===== config.mk =====
export PLATFORM = sky130hd
export DESIGN_NAME = edge_pulse_multi
export DESIGN_NICKNAME = d
export VERILOG_FILES = /design/src/rtl/edge_pulse_pkg.sv /design/src/rtl/edge_pulse_chan.sv /design/src/rtl/edge_pulse_multi.sv
export SDC_FILE = /design/constraint.sdc
export NUM_CORES = 1
export LEC_CHECK = 0
export BUFFER_PORTS_ARGS = -buffer_cell sky130_fd_sc_hd__buf_4
export CAP_MARGIN = 25
export CORE_UTILIZATION = 54
export DETAILED_ROUTE_END_ITERATION = 10
export PLACE_DENSITY = 0.85
export REMOVE_ABC_BUFFERS = 1
export SETUP_SLACK_MARGIN = 0.3
export SLEW_MARGIN = 20
export SYNTH_ARGS = -nofsm -noshare
export SYNTH_HDL_FRONTEND = slang
export SYNTH_HIERARCHICAL = 1
export SYNTH_SLANG_ARGS = --single-unit

===== constraint.sdc =====
create_clock -name clk -period 1.49 [get_ports clk]
set_input_delay 0.298 -clock clk [delete_from_list [all_inputs] [get_ports clk]]
set_output_delay 0.298 -clock clk [all_outputs]
set_load 0.02 [all_outputs]

===== src/rtl/edge_pulse_pkg.sv =====
// Shared definitions for the multi-channel edge pulse generator.
// Build option: EDGE_PULSE_SYNC_EN adds a 2-flop input synchroniser per channel.
package edge_pulse_pkg;

    typedef enum logic [1:0] {
        MODE_OFF  = 2'b00,
        MODE_RISE = 2'b01,
        MODE_FALL = 2'b10,
        MODE_BOTH = 2'b11
    } mode_t;

    // Timer must hold values 0..PULSE_LEN-1; sized as clog2(PULSE_LEN+1) so PULSE_LEN=1 still gets 1 bit.
    function automatic int unsigned timer_width(input int unsigned pulse_len);
        return $clog2(pulse_len + 1);
    endfunction

endpackage


===== src/rtl/edge_pulse_chan.sv =====
// One channel of edge_pulse_multi: optional synchroniser, last-sample,
// pulse timer, registered pulse output and saturating event counter.
// Build option: EDGE_PULSE_SYNC_EN inserts a 2-flop synchroniser on in.
module edge_pulse_chan
    import edge_pulse_pkg::*;
#(
    parameter int unsigned PULSE_LEN = 1,
    parameter int unsigned CNT_W     = 8
) (
    input  logic             clk,
    input  logic             reset,
    input  logic             in,
    input  logic [1:0]       mode,
    input  logic             clr,
    output logic             out,
    output logic             out_next,
    output logic [CNT_W-1:0] count
);

    localparam int unsigned     TW    = timer_width(PULSE_LEN);
    localparam logic [TW-1:0]   TLOAD = TW'(PULSE_LEN - 1);

    logic          sample;
    logic          last;
    logic [TW-1:0] timer;
    logic [TW-1:0] timer_next;
    logic          rise;
    logic          fall;
    logic          detected;
    mode_t         mode_sel;

`ifdef EDGE_PULSE_SYNC_EN
    logic [1:0] sync_q;

    // Two-stage synchroniser ahead of edge detection
    always_ff @(posedge clk or posedge reset) begin
        if (reset) sync_q <= '0;
        else       sync_q <= {sync_q[0], in};
    end

    assign sample = sync_q[1];
`else
    assign sample = in;
`endif

    assign mode_sel = mode_t'(mode);
    assign rise     = sample & ~last;
    assign fall     = ~sample & last;

    // Qualify raw edges with the channel's edge mode
    always_comb begin
        detected = 1'b0;
        if ((mode_sel == MODE_RISE) || (mode_sel == MODE_BOTH)) detected = detected | rise;
        if ((mode_sel == MODE_FALL) || (mode_sel == MODE_BOTH)) detected = detected | fall;
    end

    // Pulse timer: a detection (re)loads, otherwise count down while the pulse lasts
    always_comb begin
        timer_next = timer;
        out_next   = 1'b0;
        if (detected) begin
            timer_next = TLOAD;
            out_next   = 1'b1;
        end else if (timer != '0) begin
            timer_next = timer - TW'(1);
            out_next   = 1'b1;
        end
    end

    // Last-sample, timer and pulse output registers
    always_ff @(posedge clk or posedge reset) begin
        if (reset) begin
            last  <= 1'b0;
            timer <= '0;
            out   <= 1'b0;
        end else begin
            last  <= sample;
            timer <= timer_next;
            out   <= out_next;
        end
    end

    // Saturating event counter; clear wins over a same-cycle edge
    always_ff @(posedge clk or posedge reset) begin
        if (reset)                           count <= '0;
        else if (clr)                        count <= '0;
        else if (detected && (count != '1))  count <= count + CNT_W'(1);
    end

endmodule


===== src/rtl/edge_pulse_multi.sv =====
// Multi-channel edge-to-pulse generator with per-channel edge modes and
// saturating event counters; any_out is the registered OR of all pulses.
// Build option: EDGE_PULSE_SYNC_EN adds input synchronisers (3-cycle latency).
module edge_pulse_multi
    import edge_pulse_pkg::*;
#(
    parameter int unsigned CHANNELS  = 4,
    parameter int unsigned PULSE_LEN = 1,
    parameter int unsigned CNT_W     = 8
) (
    input  logic                      clk,
    input  logic                      reset,
    input  logic [CHANNELS-1:0]       in,
    input  logic [2*CHANNELS-1:0]     mode,
    input  logic [CHANNELS-1:0]       clr,
    output logic [CHANNELS-1:0]       out,
    output logic                      any_out,
    output logic [CNT_W*CHANNELS-1:0] count
);

    logic [CHANNELS-1:0] out_next;

    for (genvar i = 0; i < CHANNELS; i++) begin : g_chan
        edge_pulse_chan #(
            .PULSE_LEN (PULSE_LEN),
            .CNT_W     (CNT_W)
        ) u_chan (
            .clk      (clk),
            .reset    (reset),
            .in       (in[i]),
            .mode     (mode[2*i +: 2]),
            .clr      (clr[i]),
            .out      (out[i]),
            .out_next (out_next[i]),
            .count    (count[CNT_W*i +: CNT_W])
        );
    end

    // any_out registered from the channels' next pulse values so it aligns with out
    always_ff @(posedge clk or posedge reset) begin
        if (reset) any_out <= 1'b0;
        else       any_out <= |out_next;
    end

endmodule

==> results of run 1 <==
-- cell type report --
type,count,share of cell area
Clock buffer,7,0.0221
Inverter,9,0.00863
Clock inverter,1,0.00768
Timing Repair Buffer,119,0.276
Sequential cell,41,0.268
Tap cell,50,0.0160
Multi-Input combinational cell,161,0.402
-- what timing repair did --
item,CTS,global route
pin swaps,15,20
hold buffers,1,0
resized for setup,77,56
buffers inserted,44,12
endpoints found under the hold margin,1,0
endpoints found under the setup margin,63,65
-- state kept, by name, indices dropped and copies added (netlist names) --
signal,flops
g_chan.u_chan/last,4
g_chan.u_chan/count,32
g_chan.u_chan/out,4
any_out,1
-- placed cells by master (no fill, tap or decap), types with 4 or more instances in the layout --
cell	instances
ha_4	4
clkbuf_8	6
buf_4	69
a31oi_1	4
dfrtp_2	18
a21oi_2	5
nor3b_1	4
nor3_1	4
buf_6	49
nor2_1	19
nand2b_1	8
o2111a_1	4
o21a_4	4
nand3b_4	8
a211oi_1	4
nor3_2	8
and3b_1	4
inv_1	9
nand3_4	5
mux2_4	4
nand4_1	8
nand2_4	4
nor2b_1	4
nand2_2	4
dfrtp_1	23
a21oi_4	4
a2111oi_4	4
mux2i_1	11
nand2_1	8
-- worst paths after layout --
check / endpoint / slack [ns] / cells past startpoint
min: g_chan[1].u_chan/last / 0.13 / 1
max reg2reg: g_chan[1].u_chan/count[5] / -0.05 / 5
max: g_chan[1].u_chan/count[5] / -0.05 / 5
min reg2reg: g_chan[3].u_chan/count[7] / 0.68 / 2
max in group asynchronous: g_chan[3].u_chan/count[5] / 0.54 / 3
min in group asynchronous: any_out / 0.48 / 3
-- power by group through the flow --
stage               clock network (W)  registers (W)  logic (W)
floorplan                           0        0.00122   0.000119
global placement                    0        0.00119   0.000281
detailed placement                  0        0.00119   0.000288
CTS                          0.000954        0.00116   0.000381
global route                  0.00102        0.00118   0.000469
finish                       0.000969        0.00118   0.000452
-- through the flow --
stage                     worst slack, ns  total power, W  hold WS (ns)
after floorplan                  -0.00840         0.00134        0.0267
after global placement             0.0940         0.00147         0.172
after detailed placement           0.0470         0.00148         0.175
after CTS                           0.153         0.00250         0.130
after global routing               -0.181         0.00267         0.108
final                             -0.0458         0.00260         0.126
-- critical path: cells and delay by family, from the launching register on --
kind	cells	cell delay (ns)
DFF	1	0.50
AOI/OAI and AO/OA	1	0.15
and+or+nand+nor	2	0.43
muxes	1	0.14
buffers and inverters	1	0.22
-- cell families after synthesis --
group,Yosys count,synth area share
AND/OR/NAND/NOR,97,0.273
AO/OA/AOI/OAI,44,0.167
flip-flops,41,0.440
multiplexers,16,0.0772
buffers and inverters,13,0.0209
adder cells (fa/ha/maj),4,0.0214
-- layer usage --
metal / wire length [um] / global-route usage
met1: 3450 / 0.373
met2: 4890 / 0.568
met3: 859 / 0.0591
met4: 690 / 0.0824
met5: 0 / 0
==> run summary, run 1 <==
P per Cell Area - 664 nW/um^2
Top cells by count, synth - 41 x dfrtp_1, 20 x nor2_1, 16 x nand2_1
Fin crit share - 1.03
Mean Syn Cell Area - 10.9 sq um
Final Instance Count excl. Fillers - 388
Flop pwr share - 0.453
Int Pwr - 0.00191 W
Worst Setup Start Kind - flip-flop
Post-synth EDFFs - 0
Io pins - 55
Final Hold Fails - 0
Post-synth top flop - dfrtp_1
Reg area - 1050 sq um
Drt drc - 0
Clk sinks - 41
Crit path DAT - 1.76 ns
N_diodes - 0
CP Cell Sequence - nand4_1 > buf_4 > o21ai_1 > mux2i_1 > nor2_1
Grt total ovfl - 0
Core area - 4090 sq um
Final instance area - 3910 sq um
Fraction of registers with async set or reset after synthesis - 1.00
Crit end category - flip-flop
Switch Pwr - 0.000687 W
Data required time of the worst path - 1.72 ns
Initial antenna violation count - 0
# port buffers - 54
Max clock buf depth - 2
GPL Wtd Cong - 0.853
Max Cap Viol - 0
Vias in the first global route - 2182
TritonCTS clock tree - built
Worst-Skew Late Latency - 0.31 ns
Clock Power Share - 0.373
Post-DP HPWL - 3470 um
CP max-delay cell - dfrtp_1
Fillers - 93
Fin nets - 359
Relative slew slack - 0.709
First-pass GRT wire length - 10400 um
Total number of H-tree levels - 2
Worst Skew - 0.0108 ns
Register clock-pin slew on the reported worst setup and hold paths - 0.08 ns
Minimum clock period - 1.54 ns
DR WL/cell - 25.5 um
Reg-to-reg startpoint - g_chan[1].u_chan/count[6]
Final Slew Violations - 0
Crit. Startpoint - g_chan[1].u_chan/count[6]
Comb power frac - 0.174
Final WL - 9890 um
Final setup fails - 3
CP max FO - 5
Sw frac - 0.264
Setup slack after layout - -0.0458 ns
Yosys top cell by area - dfrtp_1
Height of the chip - 67.7 um
GRT Total Usage - 0.313
VDD IR-drop max - 0.645 mV
Post-Syn Area - 2330 sq um
Starting density of the core - 0.571
Unrepaired setup endpoints after global routing - yes
Post-Syn Instances - 215
Area of the multi-input gates - 1570 sq um
Routed vias - 2601
Sequential fraction of the synthesis area - 0.440
Pre-Repair DR Iteration Count - 5
Worst Tran Pin Value - 0.436 ns
Top cells by area, synth - dfrtp_1 44%, nand3b_4 6.9%, mux2i_1 5.1%
Vias per std cell - 6.70
Cell Count Post-Placement - 323
Peak clock frequency supported by timing - 651 MHz
Largest net degree at the start of global routing - 13
Cell Rows - 23
Area fraction of the dominant cell type after synthesis - 0.440
Min-delay src - in[1]
CP peak stage delay - 0.50 ns
Share of layout cells above drive strength 1 - 0.621
#FFs+latches synth - 41
Yosys warnings - 6
Drt initial violations - 243
Most common cell in the synthesized netlist - dfrtp_1
Num CTS Buffers - 5
Synth-to-Final Area Change - 67.7%
CP Class - flip-flop to flip-flop
Die Width - 67.7 um
Root Driver - clkbuf_8
Status - complete, but fails checks
Setup TNS - -0.0962 ns
Post-DP Area - 2850 sq um
Utilization after layout - 0.957
Final ANT Viol Nets - 0
Leakage - 1.69 nW
Die ar. - 4590 sq um
Violated checks - negative setup slack
Post-synth cell types - 27
Worst hold path type - input port to flip-flop
No activity file was read; power rests on OpenSTA's default activity.
==> run 2, diff against run 1 <==
Settings changed: CORE_MARGIN set to 2, SKIP_LAST_GASP set to 1.
==> run summary, run 2 <==
Status - aborted with a tool error
Failed at - global routing (5_1_grt)
First Err - [ERROR DPL-0038] Utilization greater than 100%, impossible to legalize
#FFs+latches synth - 41
WEP type - sequential cell input
Cell Count Post-Placement - 323
# port buffers - 54
Cell Rows - 23
Post-Syn Instances - 215
Die Width - 69.7 um
Area fraction of the dominant cell type after synthesis - 0.440
Starting density of the core - 0.571
Post-synth top flop - dfrtp_1
Post-synth cell types - 27
Post-DP HPWL - 3530 um
Fraction of registers with async set or reset after synthesis - 1.00
Post-synth EDFFs - 0
Max clock buf depth - 2
Root Driver - clkbuf_8
Yosys top cell by area - dfrtp_1
Post-DP Area - 2850 sq um
Post-Syn Area - 2330 sq um
Io pins - 55
Yosys warnings - 6
Total number of H-tree levels - 2
Sequential fraction of the synthesis area - 0.440
Num CTS Buffers - 5
Clk sinks - 41
GR repair worst EP - g_chan[3].u_chan/count[7]$_DFFE_PP0P_/D
Top cells by area, synth - dfrtp_1 44%, nand3b_4 6.9%, mux2i_1 5.1%
GPL Wtd Cong - 0.811
Mean Syn Cell Area - 10.9 sq um
Height of the chip - 69.7 um
Most common cell in the synthesized netlist - dfrtp_1
Largest net degree at the start of global routing - 13
Top cells by count, synth - 41 x dfrtp_1, 20 x nor2_1, 16 x nand2_1
==> run 2: cell counts after synthesis <==
No cell type changed its count.
==> run 2: cell families after synthesis <==
logic type	Yosys count	share of synthesized area
AND/OR/NAND/NOR	97	0.273
AO/OA/AOI/OAI	44	0.167
multiplexers	16	0.0772
buffers and inverters	13	0.0209
flip-flops	41	0.440
adder cells (fa/ha/maj)	4	0.0214
==> run 2: per-stage QoR <==
stage          setup WS (ns)   util  hold WS [ns]  TNS, ns
4_1_cts                0.145  0.874         0.138        0
3_5_place_dp          0.0753  0.697         0.181        0
3_3_place_gp          0.0889  0.697         0.178        0
2_1_floorplan       -0.00840      -        0.0267  -0.0336
==> run 2: what timing repair did <==
action / CTS
hold buffers: 1
endpoints found under the hold margin: 1
gates resized for setup: 77
setup buffers: 42
pin swaps: 24
endpoints found under the setup margin: 59
==> run 3, diff against run 2 <==
Settings changed: CORE_UTILIZATION 54 to 40, PLACE_DENSITY 0.85 to not set, PLACE_DENSITY_LB_ADDON set to 0.15, SETUP_SLACK_MARGIN 0.3 to not set.
==> run summary, run 3 (synthesis results as in run 1) <==
Status - completed
Final setup fails - 0
Commonest non-fill, non-tap cells in the layout - 69 x buf_4, 41 x dfrtp_1, 20 x nor2_1, 16 x nand2_1, 12 x mux2i_1
Fillers - 536
Cell Rows - 27
CP Class - flip-flop to flip-flop
TritonCTS clock tree - built
Vias per std cell - 5.25
Worst hold slack - 0.140 ns
Setup slack after layout - 0.0811 ns
Global-route met2 utilization - 0.279
Worst-Skew Late Latency - 0.29 ns
GRT Total Usage - 0.167
Register clock-pin slew on the reported worst setup and hold paths - 0.08 ns
Synth-to-Final Area Change - 30.3%
GPL Wtd Cong - 0.797
Fin crit share - 0.946
# port buffers - 54
VDD IR-drop max - 0.343 mV
Largest register by flop count - g_chan.u_chan/count
First-pass GRT wire length - 8420 um
Max Cap Viol - 0
Core area - 5570 sq um
Setup slack at placement - 0.0609 ns
Final WL - 4960 um
Die Width - 80.4 um
Post-DP HPWL - 3670 um
Total number of H-tree levels - 2
Drt drc - 0
Grt total ovfl - 0
Worst Setup Start Kind - flip-flop
Crit end category - flip-flop
Drt initial violations - 49
Relative slew slack - 0.731
M3 GR Usage - 0.0292
Met1 Use GR - 0.215
Cts repair resizes - 0
Worst hold path type - input port to flip-flop
Die ar. - 6460 sq um
Minimum clock period - 1.41 ns
Num CTS Buffers - 5
Worst Tran Pin Value - 0.403 ns
Initial antenna violation count - 0
Vias in the first global route - 1820
Most used routing layer - met2
CP max FO - 5
Io pins - 55
Largest net degree at the start of global routing - 13
Pre-Repair DR Iteration Count - 4
Share of layout cells above drive strength 1 - 0.361
Largest regs - g_chan.u_chan/count (32), g_chan.u_chan/last (4), g_chan.u_chan/out (4)
Fin nets - 310
Crit path DAT - 1.59 ns
Unrepaired setup endpoints after global routing - no
Max clock buf depth - 2
N_diodes - 0
Worst Skew - 0.00781 ns
Min-delay src - in[3]
Reg-to-reg startpoint - g_chan[1].u_chan/count[0]
Leakage - 1.39 nW
P per Cell Area - 765 nW/um^2
Starting density of the core - 0.419
Clk sinks - 41
Root Driver - clkbuf_8
Crit. Startpoint - g_chan[1].u_chan/count[0]
Final Hold Fails - 0
Height of the chip - 80.4 um
Max FFs per register - 32
Final Slew Violations - 0
Data required time of the worst path - 1.67 ns
Peak clock frequency supported by timing - 710 MHz
DR WL/cell - 13.8 um
Routed vias - 1891
Final ANT Viol Nets - 0
Commonest non-fill, non-tap cell in the layout - buf_4
run 3: where the power goes:
group	leakage (nW)	switching, W	internal [W]
logic	0.786	0.000150	0.000137
clock network	0.0540	0.000384	0.000487
registers	0.553	0.0000259	0.00114
total	1.39	0.000560	0.00177
run 3: worst max-delay path, cell delays in order, from the launching register on:
cell and delay (ns):
dfrtp_1 0.42, ha_1 0.20, nand3_1 0.13, o21a_2 0.26, mux2_4 0.29
run 3: final timing paths:
path / to / slack (ns) / cells past startpoint
worst max-delay path: g_chan[1].u_chan/count[0] / 0.08 / 4
worst min-delay path: g_chan[3].u_chan/last / 0.14 / 1
worst max register to register: g_chan[1].u_chan/count[0] / 0.08 / 4
worst min register to register: g_chan[3].u_chan/count[1] / 0.58 / 2
max in group asynchronous: g_chan[1].u_chan/count[1] / 0.60 / 3
min in group asynchronous: any_out / 0.45 / 3
run 3: through the flow:
| step | power (W) | util | std cells | setup TNS, ns | instance area, sq um |
|---|---|---|---|---|---|
| final | 0.00233 | 0.545 | 360 | 0 | 3040 |
| after global placement | 0.00148 | 0.524 | 351 | 0 | 2920 |
| after detailed placement | 0.00148 | 0.524 | 351 | 0 | 2920 |
| after CTS | 0.00238 | 0.544 | 359 | 0 | 3030 |
| after global routing | 0.00244 | 0.545 | 360 | 0 | 3040 |
| after floorplan | 0.00134 | - | 211 | -0.0336 | 2320 |
run 3: metal layers:
metal / up-vias / part of all wire
met5: - / 0
met4: 0 / 0.0089
met3: 4 / 0.039
met2: 37 / 0.50
met1: 917 / 0.46
li1: 933 / -
run 3: cell type report:
class | count | area (sq um) | share of cell area
multi-input cells | 161 | 1260 | 0.414
flip-flops and latches | 41 | 1030 | 0.337
repair buffers | 70 | 528 | 0.174
well taps | 72 | 90.1 | 0.0296
clock buffers | 5 | 68.8 | 0.0226
clock inverters | 2 | 35.0 | 0.0115
inverters | 9 | 33.8 | 0.0111
run 3: what timing repair did:
action,4_1_cts,5_1_grt
hold buffers,1,0
endpoints found under the hold margin,1,0
buffers inserted,0,1
setup endpoints to repair,0,1
